===== config.mk =====
export PLATFORM = sky130hd
export DESIGN_NAME = fetch_stage
export DESIGN_NICKNAME = d
export VERILOG_FILES = /design/src/rtl/fetch_stage.sv
export SDC_FILE = /design/constraint.sdc
export NUM_CORES = 1
export LEC_CHECK = 0
export ABC_AREA = 1
export CAP_MARGIN = 40
export CORE_MARGIN = 1
export CORE_UTILIZATION = 41
export DETAILED_ROUTE_END_ITERATION = 8
export MAX_ROUTING_LAYER = met4
export PLACE_DENSITY = 0.79
export SYNTH_ARGS = -nofsm -noshare
export SYNTH_HDL_FRONTEND = slang
export SYNTH_SLANG_ARGS = --single-unit

===== constraint.sdc =====
create_clock -name clk -period 3 [get_ports clk]
set_clock_uncertainty 0.2 [all_clocks]
set_input_delay 0.3 -clock clk [delete_from_list [all_inputs] [get_ports clk]]
set_output_delay 0.3 -clock clk [all_outputs]
set_load 0.02 [all_outputs]

===== src/rtl/fetch_stage.sv =====
// Instruction fetch stage: IDLE/REQ/WAIT request FSM with one outstanding request,
// branch redirect with kill of the in-flight response, and a registered decode output.
module fetch_stage #(
  parameter logic [31:0] RESET_PC  = 32'h0000_0000,
  parameter logic [31:0] NOP_INSTR = 32'h0000_0013
) (
  input  logic        clk,
  input  logic        rst,
  input  logic [1:0]  fetch_sel,
  input  logic        nop_output_fetch,
  input  logic [31:0] branch_target,
  output logic        imem_req_valid,
  input  logic        imem_req_ready,
  output logic [31:0] imem_req_addr,
  input  logic        imem_resp_valid,
  input  logic [31:0] imem_resp_data,
  output logic [31:0] instr_fetch,
  output logic [31:0] pc_fetch,
  output logic [6:0]  opcode_fetch,
  output logic        fetch_valid
);

  localparam logic [1:0] FETCH_SEL_PC     = 2'b00;
  localparam logic [1:0] FETCH_SEL_NOP    = 2'b01;
  localparam logic [1:0] FETCH_SEL_BRANCH = 2'b10;

  typedef enum logic [1:0] {
    S_IDLE = 2'b00,
    S_REQ  = 2'b01,
    S_WAIT = 2'b10
  } state_t;

  state_t      state_q, state_d;
  logic [31:0] pc_q, pc_d;
  logic        kill_q, kill_d;
  logic        req_valid_q, req_valid_d;
  logic [31:0] instr_q, instr_d;
  logic [31:0] pc_fetch_q, pc_fetch_d;
  logic        valid_q, valid_d;

  logic branch_s, handshake_s, complete_s, good_s;

  assign branch_s    = (fetch_sel == FETCH_SEL_BRANCH);
  assign handshake_s = (state_q == S_REQ) && req_valid_q && imem_req_ready;
  assign complete_s  = (state_q == S_WAIT) && imem_resp_valid;
  // A redirect arriving together with the response kills it just like a pending kill.
  assign good_s      = complete_s && !kill_q && !branch_s;

  always_comb begin
    state_d     = state_q;
    pc_d        = pc_q;
    kill_d      = kill_q;
    instr_d     = NOP_INSTR;
    valid_d     = 1'b0;
    pc_fetch_d  = pc_fetch_q;

    case (state_q)
      S_IDLE:  state_d = S_REQ;
      S_REQ:   state_d = handshake_s ? S_WAIT : S_REQ;
      S_WAIT:  state_d = complete_s ? S_REQ : S_WAIT;
      default: state_d = S_IDLE;
    endcase

    if (complete_s) begin
      kill_d = 1'b0;
    end else if (branch_s && ((state_q == S_WAIT) || handshake_s)) begin
      kill_d = 1'b1;
    end else begin
      kill_d = kill_q;
    end

    case (fetch_sel)
      FETCH_SEL_BRANCH: pc_d = branch_target;
      FETCH_SEL_PC:     pc_d = good_s ? (pc_q + 32'd4) : pc_q;
      FETCH_SEL_NOP:    pc_d = pc_q;
      default:          pc_d = pc_q;
    endcase

    if (good_s) begin
      pc_fetch_d = pc_q;
      if (nop_output_fetch) begin
        instr_d = NOP_INSTR;
        valid_d = 1'b0;
      end else begin
        instr_d = imem_resp_data;
        valid_d = 1'b1;
      end
    end else begin
      instr_d = NOP_INSTR;
      valid_d = 1'b0;
    end

    req_valid_d = (state_d == S_REQ);
  end

  always_ff @(posedge clk or posedge rst) begin
    if (rst) begin
      state_q     <= S_IDLE;
      pc_q        <= RESET_PC;
      kill_q      <= 1'b0;
      req_valid_q <= 1'b0;
      instr_q     <= NOP_INSTR;
      pc_fetch_q  <= RESET_PC;
      valid_q     <= 1'b0;
    end else begin
      state_q     <= state_d;
      pc_q        <= pc_d;
      kill_q      <= kill_d;
      req_valid_q <= req_valid_d;
      instr_q     <= instr_d;
      pc_fetch_q  <= pc_fetch_d;
      valid_q     <= valid_d;
    end
  end

  assign imem_req_valid = req_valid_q;
  assign imem_req_addr  = pc_q;
  assign instr_fetch    = instr_q;
  assign pc_fetch       = pc_fetch_q;
  assign opcode_fetch   = instr_q[6:0];
  assign fetch_valid    = valid_q;

endmodule


==> results of run 1 <==
==> per-stage QoR <==
stage | cell area, µm² | instances
2_1_floorplan | 4840 | 611
3_3_place_gp | 6690 | 912
3_5_place_dp | 6690 | 912
4_1_cts | 7030 | 928
5_1_grt | 7030 | 928
6_report | 7030 | 928
==> critical path: cells and delay by family (launching register included) <==
family,cells,cell delay [ps]
compound gates,1,100
fa+ha+maj,1,220
buf+inv,1,40
flops,1,420
simple gates,7,1000
==> area by class of cell <==
type                            instances  area (µm²)  share of cell area, %
Inverter                               81         308                   4.38
Multi-Input combinational cell        403        1830                   26.1
Sequential cell                       101        2530                   36.0
Tap cell                              143         179                   2.54
Clock inverter                          7         111                   1.58
Timing Repair Buffer                  184        1840                   26.2
Clock buffer                            9         225                   3.20
==> sequential cells by signal, summed over array words and instances (netlist names) <==
register and count:
kill_q 1, imem_req_valid 1, fetch_valid 1, instr_fetch 32
imem_req_addr 32, state_q 2, pc_fetch 32
==> layout by cell type, fill, tap and decap left out, types with 4 or more instances in the layout <==
cell type        Yosys  layout
clkdlybuf4s50_1      0     175
nand2_1            174     174
dfrtp_1             98      98
nor2_1              94      93
inv_1               77      76
o21ai_0             45      45
nand3_1             39      39
nor2_4               9       9
a21oi_1              9       9
clkbuf_16            0       9
buf_4                9       7
o22ai_1              6       6
or2_2                5       5
inv_2                4       4
nand4_1              4       4
mux2_2               4       4
==> power groups by stage <==
stage / clock (µW) / combinational [µW] / sequential, µW
after floorplan: 0 / 535 / 2240
after global placement: 0 / 1690 / 1940
after detailed placement: 0 / 1720 / 1940
after CTS: 1330 / 1720 / 1920
after global routing: 1380 / 1840 / 1960
final: 1310 / 1710 / 1920
==> final timing paths <==
| check | startpoint | to | slack [ps] | cells past startpoint |
|---|---|---|---|---|
| hold / removal | rst | imem_req_valid | 250 | 2 |
| hold reg to reg | pc_fetch[16] | pc_fetch[16] | 290 | 2 |
| max in group asynchronous | rst | imem_req_addr[13] | 1700 | 3 |
| setup / recovery | imem_req_addr[3] | imem_req_addr[12] | 900 | 10 |
| setup reg to reg | imem_req_addr[3] | imem_req_addr[12] | 900 | 10 |
| min in group clk | imem_resp_data[25] | instr_fetch[25] | 260 | 3 |
==> Yosys cell counts (4+ instances only) <==
cell type	instances	area (µm²)
nand4_1	4	25.0
nand2_1	174	653
buf_4	9	67.6
o21ai_0	45	225
nand3_1	39	195
nor2_1	94	353
buf_6	4	45.0
clkbuf_1	4	15.0
inv_2	4	15.0
mux2_2	4	45.0
or2_2	5	31.3
dfrtp_1	98	2450
buf_2	9	45.0
o22ai_1	6	37.5
a21oi_1	9	45.0
inv_1	77	289
nor2_4	9	101
==> layer usage <==
| metal | routed length, µm | share of wire, % |
|---|---|---|
| met1 | 6040 | 42 |
| met2 | 6900 | 48 |
| met3 | 723 | 5.1 |
| met4 | 565 | 4.0 |
| met5 | 0 | 0 |
==> cells by family after synthesis <==
logic type	after synthesis	synth area share, %
DFF	101	52.3
and+or+nand+nor	329	28.8
xor gates and xnor gates	1	0.181
buffers and inverters	107	9.85
adders and majority gates	1	0.259
muxes	4	0.931
AOI/OAI and AO/OA	68	7.66
==> flow_summary.toml, run 1 <==
[layout]
fin_util_pct = 61.3
num-fill-cells = 1010
area_growth_pct = 45.3
fin_nets = 852
drive_above_1_share_pct = 7.13
diodes = 0

[sta]
fin_hold_ws_ps = 253
relSlewSlack_pct = 45.4
fmax_ghz = 0.477
worstMarginPinSlew_ps = 817
hold_viol = 0
final.min_clock_period_ps = 2100
worst_slack_ps = 903
final.period_utilization_pct = 69.9
setup_viol = 0
setup_tns_ps = 0
rsz0062_at_grt = "no"
final_max_slew_viol_count = 0

[worst_setup_path]
crit_type = "flip-flop to flip-flop"
path_common_cell = "nand2_1"
arrival_ps = 2140
start_kind = "flip-flop"
cp_slowest_cell = "dfrtp_1"
max_stage_delay_ps = 420
crit_path_max_fanout = 7
cp.required_ps = 3050
critical_path.cell_chain = "ha_1, nand2_1, nor2_4, nand2_2, nor2_1, nand3_1, o21ai_0, nand2_1, nand2_1, inv_1"
cp-end-kind = "flip-flop"

[synth]
synth_area_mm2 = 0.00484
synth_flop_cell = "dfrtp_1"
synth_fp_nets = 683
syn_avg_cell_area_um2 = 7.92
synth_edf_count = 0
yosysWarnings = 0
synth_cell_types = 29
synthArstFlopShare_pct = 100
yosysSeqAreaShare_pct = 52.3
synthCells = 611
synth-seq-cells = 101

[routing]
wirelength_mm = 14.2
wire_per_inst_um = 15.3
drcViolationCount = 0
detail-route-antenna-nets = 0
drt_iter0_drc = 277
drt_pass1_iterations = 5
via_per_inst = 4.98
vias = 4626

[clocking]
clock_sinks = 101
ctsHtreeMaxLevel = 3
root_buffer = "clkbuf_16"
cts_buffers = 9
hold_buffers = 0
cts_tree = "done"
clkTransAtPathRegs_ps = 80
clock_path_buffers = 2
postCtsSetupBuffers = 0
insertion_delay_ps = 350
ctsResizeCount = 0

[power_and_ir_drop]
irDropWorstVdd_mv = 0.374
clkPwrFrac_pct = 26.5
p_comb_share_pct = 34.6
power_uw = 4930
powerDensity_mw_per_mm2 = 702
swShare_pct = 35.2
internal_power_uw = 3200
p_sw_uw = 1730
power.share.sequential_pct = 38.9
p_leak_uw = 0.00334

[floorplanning]
rows = 39
core_region_area_mm2 = 0.0115
dieArea_mm2 = 0.0122
start_util_pct = 42.2
ios = 176
chipWidth_um = 111
die_h_um = 111

[status]
status = "completed"

[global_routing]
grt_usage_pct = 24.7
grt.overflow.total = 0
first_global_vias = 4613
grt.busiest_layer = "met2"
antenna_found_initial = 0
use_met2_pct = 38.4
met3_usage_pct = 3.35
grt_pass1_wl_mm = 23.1
use_met1_pct = 31.6
grt_max_degree = 36

[worst_hold_path]
hp-class = "primary input to asynchronous set/reset pin"

[run]
cap_violations = 0

[place]
post-place-ws_ps = 623
portBuffers = 175
dpl.hpwl_mm = 10.9
place.gp.congestion = 0.893
Note: power is estimated with default switching activity, not from simulation.
==> run 2, diff against run 1 <==
==> constraint.sdc (replaced) <==
create_clock -name clk -period 1.7 [get_ports clk]
set_clock_uncertainty 0.2 [all_clocks]
set_input_delay 0.17 -clock clk [delete_from_list [all_inputs] [get_ports clk]]
set_output_delay 0.17 -clock clk [all_outputs]
set_load 0.02 [all_outputs]
==> run 2 against run 1 <==
Against the previous run: the run now ends with setup timing left; sequential share of layout area is 3.2 points lower; utilization rose by 6.3 points; critical path depth unchanged; clock-buffer cell count is 2 higher; sequential power increased by 74%; largest power group unchanged; highest routed layer unchanged.
==> flow_summary.toml, run 2 (synthesis results as in run 1) <==
[layout]
fin_util_pct = 67.6
diodes = 0
area_growth_pct = 60.2
fin_nets = 910
num-fill-cells = 910
instances_no_fill = 986
final_cell_mix = "163 x nand2_1, 103 x clkdlybuf4s50_1, 92 x dfrtp_1"
drive_above_1_share_pct = 19.0
final_common_cell = "nand2_1"

[sta]
setup_viol = 9
relSlewSlack_pct = 73.8
fin_hold_ws_ps = 73.7
rsz0062_at_grt = "yes"
hold_viol = 0
final.period_utilization_pct = 102
setup_tns_ps = -165
worst_slack_ps = -30.5
fmax_ghz = 0.578
final.min_clock_period_ps = 1730
worstMarginPinSlew_ps = 393
final_max_slew_viol_count = 0

[floorplanning]
rows = 39
start_util_pct = 42.2
dieArea_mm2 = 0.0122
ios = 176
core_region_area_mm2 = 0.0115
die_h_um = 111
chipWidth_um = 111

[global_routing]
first_global_vias = 4930
antenna_found_initial = 0
grt.overflow.total = 0
grt_max_degree = 70
grt_pass1_wl_mm = 24.8
grt_usage_pct = 26.6

[power_and_ir_drop]
irDropWorstVdd_mv = 0.746
power_uw = 8810
p_sw_uw = 3210
internal_power_uw = 5600
swShare_pct = 36.5
powerDensity_mw_per_mm2 = 1140
power.share.sequential_pct = 37.9
clkPwrFrac_pct = 24.6
p_comb_share_pct = 37.5
p_leak_uw = 0.00407

[clocking]
clkTransAtPathRegs_ps = 80
clock_sinks = 101
clock_path_buffers = 2
cts_tree = "done"
hold_buffers = 0
insertion_delay_ps = 360
root_buffer = "clkbuf_16"
cts_buffers = 9
ctsHtreeMaxLevel = 3

[status]
status = "finished, violations left"
violations = "setup timing"

[place]
dpl.hpwl_mm = 11.3
portBuffers = 175
dp_cells = 954
place.gp.congestion = 0.956

[routing]
via_per_inst = 4.98
wire_per_inst_um = 15.9
vias = 4913
drt_iter0_drc = 311
wirelength_mm = 15.6
drt_pass1_iterations = 5
detail-route-antenna-nets = 0
drcViolationCount = 0

[worst_setup_path]
crit_path_max_fanout = 6
cp-end-kind = "flip-flop"
crit_start = "imem_req_addr[2]"
timing.rr.start = "imem_req_addr[2]"
arrival_ps = 1780
start_kind = "flip-flop"
cp.required_ps = 1750
crit_type = "flip-flop to flip-flop"

[worst_hold_path]
hp-class = "primary input to asynchronous set/reset pin"

[run]
cap_violations = 0
run 2: cell count changes in the layout (fill, tap and decap cells not counted), moves of 11 or more:
cell             before  now
nor2_1               93   79
nand2_1             174  163
dlymetal6s2s_1        0   21
buf_4                 7   55
dlygate4sd2_1         0   46
clkdlybuf4s50_1     175  103
run 2: routing by layer:
metal	global-route usage [%]	share of wire (%)	vias to the layer above
met4	11.0	1.9	0
met3	3.68	5.9	20
li1	-	-	2340
met5	-	0	-
met2	44.0	50	197
met1	32.8	42	2356
run 2: critical path: stages (launching register included):
cell,delay [ps]
dfrtp_2,410
ha_4,160
nand2_4,50
nor2_4,180
nand2_4,130
nor2_4,180
nand3_1,100
nand2_1,80
nand2_1,50
nand2_1,50
inv_1,40
run 2: worst paths after layout:
check                                     to  cells past startpoint  slack (ps)
setup / recovery           imem_req_addr[26]                     10         -30
hold / removal               instr_fetch[16]                      3          70
setup reg to reg           imem_req_addr[26]                     10         -30
hold reg to reg                 pc_fetch[10]                      2         290
max in group asynchronous   imem_req_addr[3]                      3         810
min in group clk             instr_fetch[25]                      3         130
run 2: power by group through the flow:
stage | combinational [µW] | sequential [µW] | clock [µW]
floorplan | 952 | 3960 | 0
global placement | 3230 | 3360 | 0
detailed placement | 3290 | 3380 | 0
CTS | 3170 | 3340 | 2190
global route | 3560 | 3410 | 2280
finish | 3300 | 3340 | 2170
run 2: area by class of cell:
cell class	count	area, µm²	area share [%]
clock buffers	11	243	3.13
multi-input cells	403	2020	26.1
well taps	143	179	2.31
repair buffers	242	2380	30.8
clock inverters	5	66.3	0.856
flip-flops and latches	101	2540	32.8
inverters	81	317	4.09
run 2: timing repair:
action | CTS | global route
resized for setup | 70 | 73
setup endpoints to repair | 69 | 78
pin swaps | 6 | 10
endpoints found under the hold margin | 0 | 0
cloned | 1 | 1
buffers inserted | 0 | 14
run 2: stage by stage:
stage | instance area, µm² | setup slack [ps]
6_report | 7750 | -30.5
2_1_floorplan | 4860 | 1.04
4_1_cts | 7420 | -16.5
5_1_grt | 7750 | -158
3_3_place_gp | 7090 | -190
3_5_place_dp | 7090 | -243
